## config.mk

```make
export PLATFORM = sky130hd
export DESIGN_NAME = block_identify
export DESIGN_NICKNAME = d
export VERILOG_FILES = /design/src/rtl/block_identify.sv
export SDC_FILE = /design/constraint.sdc
export NUM_CORES = 1
export LEC_CHECK = 0
export ABC_CLOCK_PERIOD_IN_PS = 6550
export BUFFER_PORTS_ARGS = -buffer_cell sky130_fd_sc_hd__clkbuf_2
export CAP_MARGIN = 20
export CORE_MARGIN = 2
export CORE_UTILIZATION = 45
export CTS_CLUSTER_SIZE = 20
export DETAILED_ROUTE_END_ITERATION = 12
export GPL_TIMING_DRIVEN = 0
export HOLD_SLACK_MARGIN = 0.06
export PLACE_DENSITY = 0.77
export SKIP_LAST_GASP = 1
export SYNTH_ARGS = -nofsm -noshare
export SYNTH_HDL_FRONTEND = slang
export SYNTH_SLANG_ARGS = --single-unit
```

## constraint.sdc

```tcl
create_clock -name clk -period 6.55 [get_ports clk]
set_clock_uncertainty 0.05 [all_clocks]
set_input_delay 1.31 -clock clk [delete_from_list [all_inputs] [get_ports clk]]
set_output_delay 1.31 -clock clk [all_outputs]
set_load 0.05 [all_outputs]
```

## src/rtl/block_identify.sv

```systemverilog
// Identifies a 4x4 piece matrix by scanning the 20-entry shape table, one entry per cycle.
// Optional BLOCK_ID_ALLMATCH_EN: scan every entry and also report match_mask/match_count.
module block_identify #(
    parameter int NUM_BLOCKS = 5,
    parameter int NUM_ROT    = 4
) (
    input  logic        clk,
    input  logic        resetn,
    input  logic        start,
    input  logic [15:0] block_matrix,
    output logic        busy,
    output logic        done,
    output logic        found,
    output logic [9:0]  block_num,
    output logic [9:0]  rotate
`ifdef BLOCK_ID_ALLMATCH_EN
    ,
    output logic [19:0] match_mask,
    output logic [4:0]  match_count
`endif
);

    // Handshake: start is sampled only in IDLE; busy is high for the whole scan;
    // done pulses for one cycle with found/block_num/rotate already valid.
    localparam logic [4:0] LAST_IDX = 5'(NUM_BLOCKS * NUM_ROT - 1);

    typedef enum logic [1:0] {
        S_IDLE = 2'd0,
        S_SCAN = 2'd1,
        S_DONE = 2'd2
    } state_t;

    state_t      state, state_nxt;
    logic [4:0]  idx;
    logic [15:0] matrix_q;
    logic        hit;
    logic        last;

    function automatic logic [15:0] shape_at(input logic [4:0] i);
        logic [15:0] s;
        case (i)
            5'd0:  s = 16'h4444;
            5'd1:  s = 16'h0F00;
            5'd2:  s = 16'h2222;
            5'd3:  s = 16'h00F0;
            5'd4, 5'd5, 5'd6, 5'd7:   s = 16'h0660;
            5'd8, 5'd9, 5'd10, 5'd11: s = 16'h0C60;
            5'd12: s = 16'h4C40;
            5'd13: s = 16'h2700;
            5'd14: s = 16'h0232;
            5'd15: s = 16'h00E4;
            5'd16: s = 16'h888C;
            5'd17: s = 16'hF800;
            5'd18: s = 16'h3111;
            5'd19: s = 16'h001F;
            default: s = 16'h0000;
        endcase
        return s;
    endfunction

    assign hit  = (shape_at(idx) == matrix_q);
    assign last = (idx == LAST_IDX);

    // State register
    always_ff @(posedge clk or negedge resetn) begin
        if (!resetn) state <= S_IDLE;
        else         state <= state_nxt;
    end

    // Next-state logic
    always_comb begin
        state_nxt = state;
        case (state)
            S_IDLE: if (start) state_nxt = S_SCAN;
`ifdef BLOCK_ID_ALLMATCH_EN
            S_SCAN: if (last) state_nxt = S_DONE;
`else
            S_SCAN: if (hit || last) state_nxt = S_DONE;
`endif
            S_DONE: state_nxt = S_IDLE;
            default: state_nxt = S_IDLE;
        endcase
    end

    // Output logic
    always_comb begin
        busy = (state == S_SCAN);
        done = (state == S_DONE);
    end

    // Search datapath; result registers hold until the next accepted start.
    always_ff @(posedge clk or negedge resetn) begin
        if (!resetn) begin
            idx       <= 5'd0;
            matrix_q  <= 16'h0000;
            found     <= 1'b0;
            block_num <= 10'd0;
            rotate    <= 10'd0;
`ifdef BLOCK_ID_ALLMATCH_EN
            match_mask  <= 20'd0;
            match_count <= 5'd0;
`endif
        end else begin
            if (state == S_IDLE && start) begin
                idx       <= 5'd0;
                matrix_q  <= block_matrix;
                found     <= 1'b0;
                block_num <= 10'd0;
                rotate    <= 10'd0;
`ifdef BLOCK_ID_ALLMATCH_EN
                match_mask  <= 20'd0;
                match_count <= 5'd0;
`endif
            end else if (state == S_SCAN) begin
                // Lowest index wins, so duplicate shapes report rotation 0.
                if (hit && !found) begin
                    found     <= 1'b1;
                    block_num <= {7'd0, idx[4:2]};
                    rotate    <= {8'd0, idx[1:0]};
                end
`ifdef BLOCK_ID_ALLMATCH_EN
                if (hit) begin
                    match_mask[idx] <= 1'b1;
                    match_count     <= match_count + 5'd1;
                end
`endif
                if (!last) idx <= idx + 5'd1;
            end
        end
    end

endmodule
```

==> results.json, run 1 <==
{
  "combPwrFrac_pct": 51.6,
  "avgRoutedWirePerCell_um": 13.7,
  "yosysWarnings": 0,
  "syn_to_final_growth_pct": 17.8,
  "final_common_cell": "dfrtp_1",
  "tns_ns": 0,
  "fmax_mhz": 326,
  "nNetsFinal": 274,
  "clkTransAtPathRegs_ns": 0.06,
  "io_buffers": 26,
  "p_clk_share_pct": 16.8,
  "post-cts-setup-buffers": 0,
  "syn_area_um2": 1950,
  "slew-limit-headroom_pct": 51.1,
  "final_cell_mix": "29 x dfrtp_1, 26 x clkbuf_2, 17 x buf_4, 17 x mux2_2, 15 x conb_1",
  "grt_pass1_vias": 1531,
  "grt_pass1_wl_um": 7180,
  "vdd_drop_max_v": 0.000217,
  "p_seq_share_pct": 31.6,
  "top_layer": "met4",
  "dp_worst_setup_slack_ns": 3.50,
  "wl_met2_um": 1880,
  "num_antenna_cells": 0,
  "seq_area_frac_synth_pct": 37.2,
  "cts_sinks": 29,
  "rsz0062_at_grt": "no",
  "tightest_slew_ns": 0.733,
  "routed-wl-met3_um": 234,
  "synth_edf_count": 0,
  "synth_simple_gate_area_share_pct": 18.9,
  "htreeDepth": 2,
  "row_count": 23,
  "slew_viol_final": 0,
  "crit_path_start_kind": "flop",
  "synth_fa_ha_area_share_pct": 4.36,
  "io_pins": 42,
  "die_h_um": 69.8,
  "grt_max_degree": 30,
  "layout-drive-gt1-share_pct": 31.6,
  "syn_avg_cell_area_um2": 9.65,
  "synth_compound_area_share_pct": 12.6,
  "cts_root_buffer": "clkbuf_8",
  "drtPass1Iterations": 4,
  "antenna_found_initial": 0,
  "setup_violations": 0,
  "synth_xor_area_share_pct": 4.49,
  "cts_made_buffers": 5,
  "synth_seq_cells": 29,
  "clock_latency_ns": 0.28,
  "power_uw": 979,
  "cts_tree": "yes",
  "clockBufferDepth": 2,
  "ys_types": 46,
  "die_w_um": 69.8,
  "initialDrtViolationCount": 109,
  "hpwl_um": 3070,
  "grtUsageTotal_pct": 18.7,
  "power.switching_uw": 412,
  "synth_top_family_by_area": "simple AND/OR/NAND/NOR gates",
  "synth_mux_area_share_pct": 11.9,
  "cts_resized": 0,
  "period_share_pct": 46.8,
  "cp-end-kind": "flop",
  "routed_via_density": 5.18,
  "dieArea_um2": 4870,
  "powerDensity_nw_per_um2": 427,
  "synth_cells": 202,
  "nFillCells": 394,
  "min_period_ns": 3.07,
  "arrival_ns": 3.22,
  "crit_path_max_fanout": 9,
  "start_util_pct": 47.7,
  "hold_violations": 0,
  "internal_power_uw": 567,
  "status": "complete, no violations",
  "vias": 1553,
  "cts-hold-fix-buffers": 0,
  "leakage_nw": 1.09,
  "crit_type": "flop to flop",
  "min_path_type": "flop to flop",
  "timing.final.ws_setup_ns": 3.48,
  "grt.overflow.total": 0,
  "routed_wl_um": 4110,
  "swShare_pct": 42.1,
  "wl_met1_um": 1920,
  "async_flop_share_pct": 100,
  "synth_ff_type": "dfrtp_1",
  "cp.required_ns": 6.71,
  "maxCapViolations": 0,
  "core_area_um2": 4090,
  "ant_nets": 0,
  "place_congestion": 0.905,
  "drc": 0
}
per-layer routing:
metal | up-vias | global-route usage (%)
met1 | 718 | 25.6
met3 | 9 | 4.07
met4 | 0 | 7.48
met2 | 50 | 28.6
li1 | 776 | -
met5 | - | 0
final cells by class:
cell class	count	area, um2	share of cell area, %
multi-input combinational	154	1080	46.9
sequential	29	726	31.6
buffer	26	174	7.57
timing repair buffer	26	130	5.67
clock buffer	7	96.3	4.20
tap	50	62.6	2.72
inverter	7	26.3	1.14
clock inverter	1	5.00	0.218
flip-flops by register name (all words and copies together), names as in the netlist:
signal	count
found	1
rotate	2
idx	5
block_num	3
state	2
matrix_q	16
cells in the mapped netlist (4+ instances only):
cell | instances | area [um2]
nor4_1 | 4 | 25.0
dfrtp_1 | 29 | 726
mux2_2 | 17 | 191
nand2b_1 | 7 | 43.8
mux2i_1 | 4 | 40.0
nor2_1 | 14 | 52.6
xnor2_1 | 6 | 52.6
a21oi_1 | 13 | 65.1
and3b_1 | 4 | 35.0
nand2_1 | 7 | 26.3
xor2_1 | 4 | 35.0
buf_2 | 4 | 20.0
ha_1 | 6 | 75.1
o21ai_0 | 13 | 65.1
clkbuf_1 | 4 | 15.0
a31oi_1 | 4 | 25.0
buf_4 | 17 | 128
inv_1 | 7 | 26.3
stage by stage:
stage	cell area [um2]	hold WS (ns)	cells	util, %
CTS	2300	0.482	300	56.2
floorplan	2000	0.440	216	-
detailed placement	2190	0.468	292	53.7
global placement	2190	0.461	292	53.7
global route	2300	0.498	300	56.2
finish	2300	0.477	300	56.2
worst max-delay path, cell delays in order, from the launching register on:
cell and delay [ns]:
dfrtp_1 0.37, buf_2 0.22, inv_1 0.14, ha_1 0.26
or2_1 0.24, a221o_1 0.32, xor2_1 0.15, or4_4 0.44
or4_4 0.47, nor2_4 0.13, mux2i_1 0.20
cells by family after synthesis:
kind of cell | Yosys count
XOR/XNOR | 10
AND/OR/NAND/NOR | 60
adder cells (fa/ha/maj) | 7
buffers and inverters | 33
other | 1
AO/OA/AOI/OAI | 41
flip-flops | 29
multiplexers | 21
path summary, 6_finish.rpt:
| kind | from | to | slack (ns) | cells past startpoint |
|---|---|---|---|---|
| max in group asynchronous | resetn | rotate[0]$_DFFE_PN0P_ | 4.96 | 1 |
| worst min register to register | matrix_q[7]$_DFFE_PN0P_ | matrix_q[7]$_DFFE_PN0P_ | 0.48 | 1 |
| worst min-delay path | matrix_q[7]$_DFFE_PN0P_ | matrix_q[7]$_DFFE_PN0P_ | 0.48 | 1 |
| worst max-delay path | idx[1]$_DFFE_PN0P_ | block_num[1]$_DFFE_PN0P_ | 3.48 | 10 |
| worst max register to register | idx[1]$_DFFE_PN0P_ | block_num[1]$_DFFE_PN0P_ | 3.48 | 10 |
| min in group asynchronous | resetn | matrix_q[10]$_DFFE_PN0P_ | 1.03 | 1 |
power groups by stage:
stage | registers, mW | logic [mW] | clock network [mW]
after floorplan | 0.299 | 0.402 | 0
after global placement | 0.310 | 0.489 | 0
after detailed placement | 0.312 | 0.500 | 0
after CTS | 0.309 | 0.503 | 0.169
after global routing | 0.322 | 0.563 | 0.177
final | 0.309 | 0.505 | 0.165
(Power assumes the default switching activity.)
==> run 2, diff against run 1 <==
Settings changed: ABC_AREA set to 1, ABC_CLOCK_PERIOD_IN_PS 6550 to 3200.
Clock period 6.55 ns to 3.2 ns, I/O delays scaled along.
==> run 2 against run 1 <==
Combinational power up 120%. Via count grew 17%. Largest power group unchanged. Cell count grew 27%. Worst setup slack worse by 2.8 ns.
==> results.json, run 2 <==
{
  "status": "complete, no violations",
  "nNetsFinal": 354,
  "yosys.area.top_type_share_pct": 37.1,
  "syn_area_um2": 1950,
  "ant_nets": 0,
  "layout-drive-gt1-share_pct": 18.8,
  "synth_commonest_cells": "102 x nand2_1, 29 x dfrtp_1, 29 x nand3_1, 25 x inv_1, 18 x nor2_1",
  "vdd_drop_max_v": 0.000419,
  "numPlacedInstances": 372,
  "dieArea_um2": 4890,
  "tightest_slew_ns": 0.727,
  "place_congestion": 0.903,
  "synth_seq_cells": 29,
  "setup_violations": 0,
  "powerDensity_nw_per_um2": 923,
  "syn_to_final_growth_pct": 18.5,
  "r2r_end": "block_num[1]$_DFFE_PN0P_",
  "grt_pass1_wl_um": 7780,
  "timing.final.ws_setup_ns": 0.714,
  "instances_no_fill": 380,
  "final_common_cell": "nand2_1",
  "fmax_mhz": 402,
  "grt_max_degree": 30,
  "regMostFlops": "matrix_q",
  "cp-end-kind": "flop",
  "crit_path_max_fanout": 7,
  "slew-limit-headroom_pct": 51.5,
  "clock_latency_ns": 0.29,
  "synth_edf_count": 0,
  "crit_end": "block_num[1]$_DFFE_PN0P_",
  "antenna_found_initial": 0,
  "seq_area_frac_synth_pct": 37.1,
  "start_util_pct": 47.8,
  "cts_root_buffer": "clkbuf_8",
  "clkTransAtPathRegs_ns": 0.06,
  "tns_ns": 0,
  "num_antenna_cells": 0,
  "cts_sinks": 29,
  "die_w_um": 69.9,
  "worstRegToRegCells": 15,
  "hpwl_um": 3380,
  "drtPass1Iterations": 4,
  "syn_avg_cell_area_um2": 6.93,
  "async_flop_share_pct": 100,
  "row_count": 23,
  "largest_register_ff_count": 16,
  "hold_violations": 0,
  "reg2reg_slack_ns": 0.71,
  "post-cts-setup-buffers": 0,
  "nFillCells": 394,
  "yosysWarnings": 0,
  "routed_wl_um": 4450,
  "cts_resized": 0,
  "crit_path_start_kind": "flop",
  "leakage_nw": 1.28,
  "vias": 1817,
  "maxCapViolations": 0,
  "die_h_um": 69.9,
  "cts_made_buffers": 5,
  "final_cell_mix": "102 x nand2_1, 29 x nand3_1, 29 x dfrtp_1, 26 x clkbuf_2, 25 x inv_1",
  "grt_pass1_vias": 1722,
  "synth_most_common_cell": "nand2_1",
  "synth_ff_type": "dfrtp_1",
  "dp_worst_setup_slack_ns": 0.735,
  "arrival_ns": 2.61,
  "avgRoutedWirePerCell_um": 11.7,
  "clockBufferDepth": 2,
  "startpoint": "idx[1]$_DFFE_PN0P_",
  "period_share_pct": 77.7,
  "drc": 0,
  "initialDrtViolationCount": 117,
  "cts-hold-fix-buffers": 0,
  "min_period_ns": 2.49,
  "min_path_type": "input pin to async pin",
  "io_pins": 42,
  "rsz0062_at_grt": "no",
  "synth_cells": 282,
  "io_buffers": 26,
  "grt.overflow.total": 0,
  "cp.required_ns": 3.33,
  "r2r-start": "idx[1]$_DFFE_PN0P_",
  "synth.largest_area_cell": "dfrtp_1",
  "slew_viol_final": 0,
  "htreeDepth": 2,
  "largest_registers": "matrix_q: 16 flops, idx: 5 flops, block_num: 3 flops",
  "core_area_um2": 4090,
  "routed_via_density": 4.78,
  "crit_type": "flop to flop",
  "ys_types": 26,
  "grtUsageTotal_pct": 20.0,
  "cts_tree": "yes",
  "synthTopCellsByArea": "dfrtp_1 37%, nand2_1 20%, nand3_1 7.4%"
}
[run 2: changes by cell type after synthesis, moves of 6 or more]
| cell | delta |
|---|---|
| nand4_1 | +10 |
| a21oi_1 | -10 |
| inv_1 | +18 |
| mux2_2 | -17 |
| nand2b_1 | -7 |
| nand3_1 | +26 |
| nand2_1 | +95 |
| xnor2_1 | -6 |
[run 2: layout make-up]
class	instances	area [um2]	area share, %
well taps	50	62.6	2.70
plain buffers	23	156	6.75
inverters	29	109	4.70
flip-flops and latches	29	726	31.3
clock buffers	7	86.3	3.73
repair buffers	26	130	5.62
multi-input cells	215	1020	43.9
clock inverters	1	30.0	1.30
[run 2: per-layer routing]
layer,track usage (%),wire length [um]
met4,8.33,112
met3,3.61,246
met2,32.5,2090
met1,26.1,2000
met5,0,0
[run 2: critical path: stages, from the launching register on]
cell	delay, ns
dfrtp_1	0.48
inv_1	0.19
ha_1	0.38
inv_1	0.11
nor2_1	0.14
nand2_1	0.11
nand2_1	0.07
nand2_1	0.05
inv_1	0.05
nand3_1	0.06
nor2_1	0.10
nand2_1	0.09
nor2_4	0.20
nand3_4	0.14
nand3_1	0.11
nand2_1	0.05
[run 2: report_power, final]
group          switching (mW)  total (mW)  internal (mW)
Combinational           0.760        1.13          0.369
Clock                   0.142       0.396          0.253
Sequential              0.106       0.613          0.507
[run 2: kinds of logic after synthesis]
logic type	synth area share (%)
AOI/OAI and AO/OA	6.21
adders and majority gates	3.84
buffers and inverters	13.6
DFF	37.1
other	0.192
and+or+nand+nor	39.1
[run 2: stage by stage]
stage | power [mW] | hold slack (ns) | cell area (um2) | util, %
6_report | 2.14 | 0.351 | 2320 | 56.7
5_1_grt | 2.34 | 0.404 | 2320 | 56.7
4_1_cts | 2.14 | 0.375 | 2320 | 56.7
3_5_place_dp | 1.74 | 0.437 | 2200 | 53.8
3_3_place_gp | 1.72 | 0.433 | 2200 | 53.8
2_1_floorplan | 1.49 | 0.294 | 2010 | -
[run 2: how the worst min path moves through the flow]
stage | startpoint | endpoint | slack [ns] | depth (start not counted)
3_5_place_dp | rotate[1]$_DFFE_PN0P_ | rotate[1]$_DFFE_PN0P_ | 0.44 | 2
3_3_place_gp | matrix_q[5]$_DFFE_PN0P_ | matrix_q[5]$_DFFE_PN0P_ | 0.43 | 2
2_1_floorplan | resetn | block_num[0]$_DFFE_PN0P_ | 0.29 | 0
5_1_grt | resetn | matrix_q[11]$_DFFE_PN0P_ | 0.40 | 1
6_report | resetn | matrix_q[11]$_DFFE_PN0P_ | 0.35 | 1
4_1_cts | resetn | matrix_q[8]$_DFFE_PN0P_ | 0.38 | 1
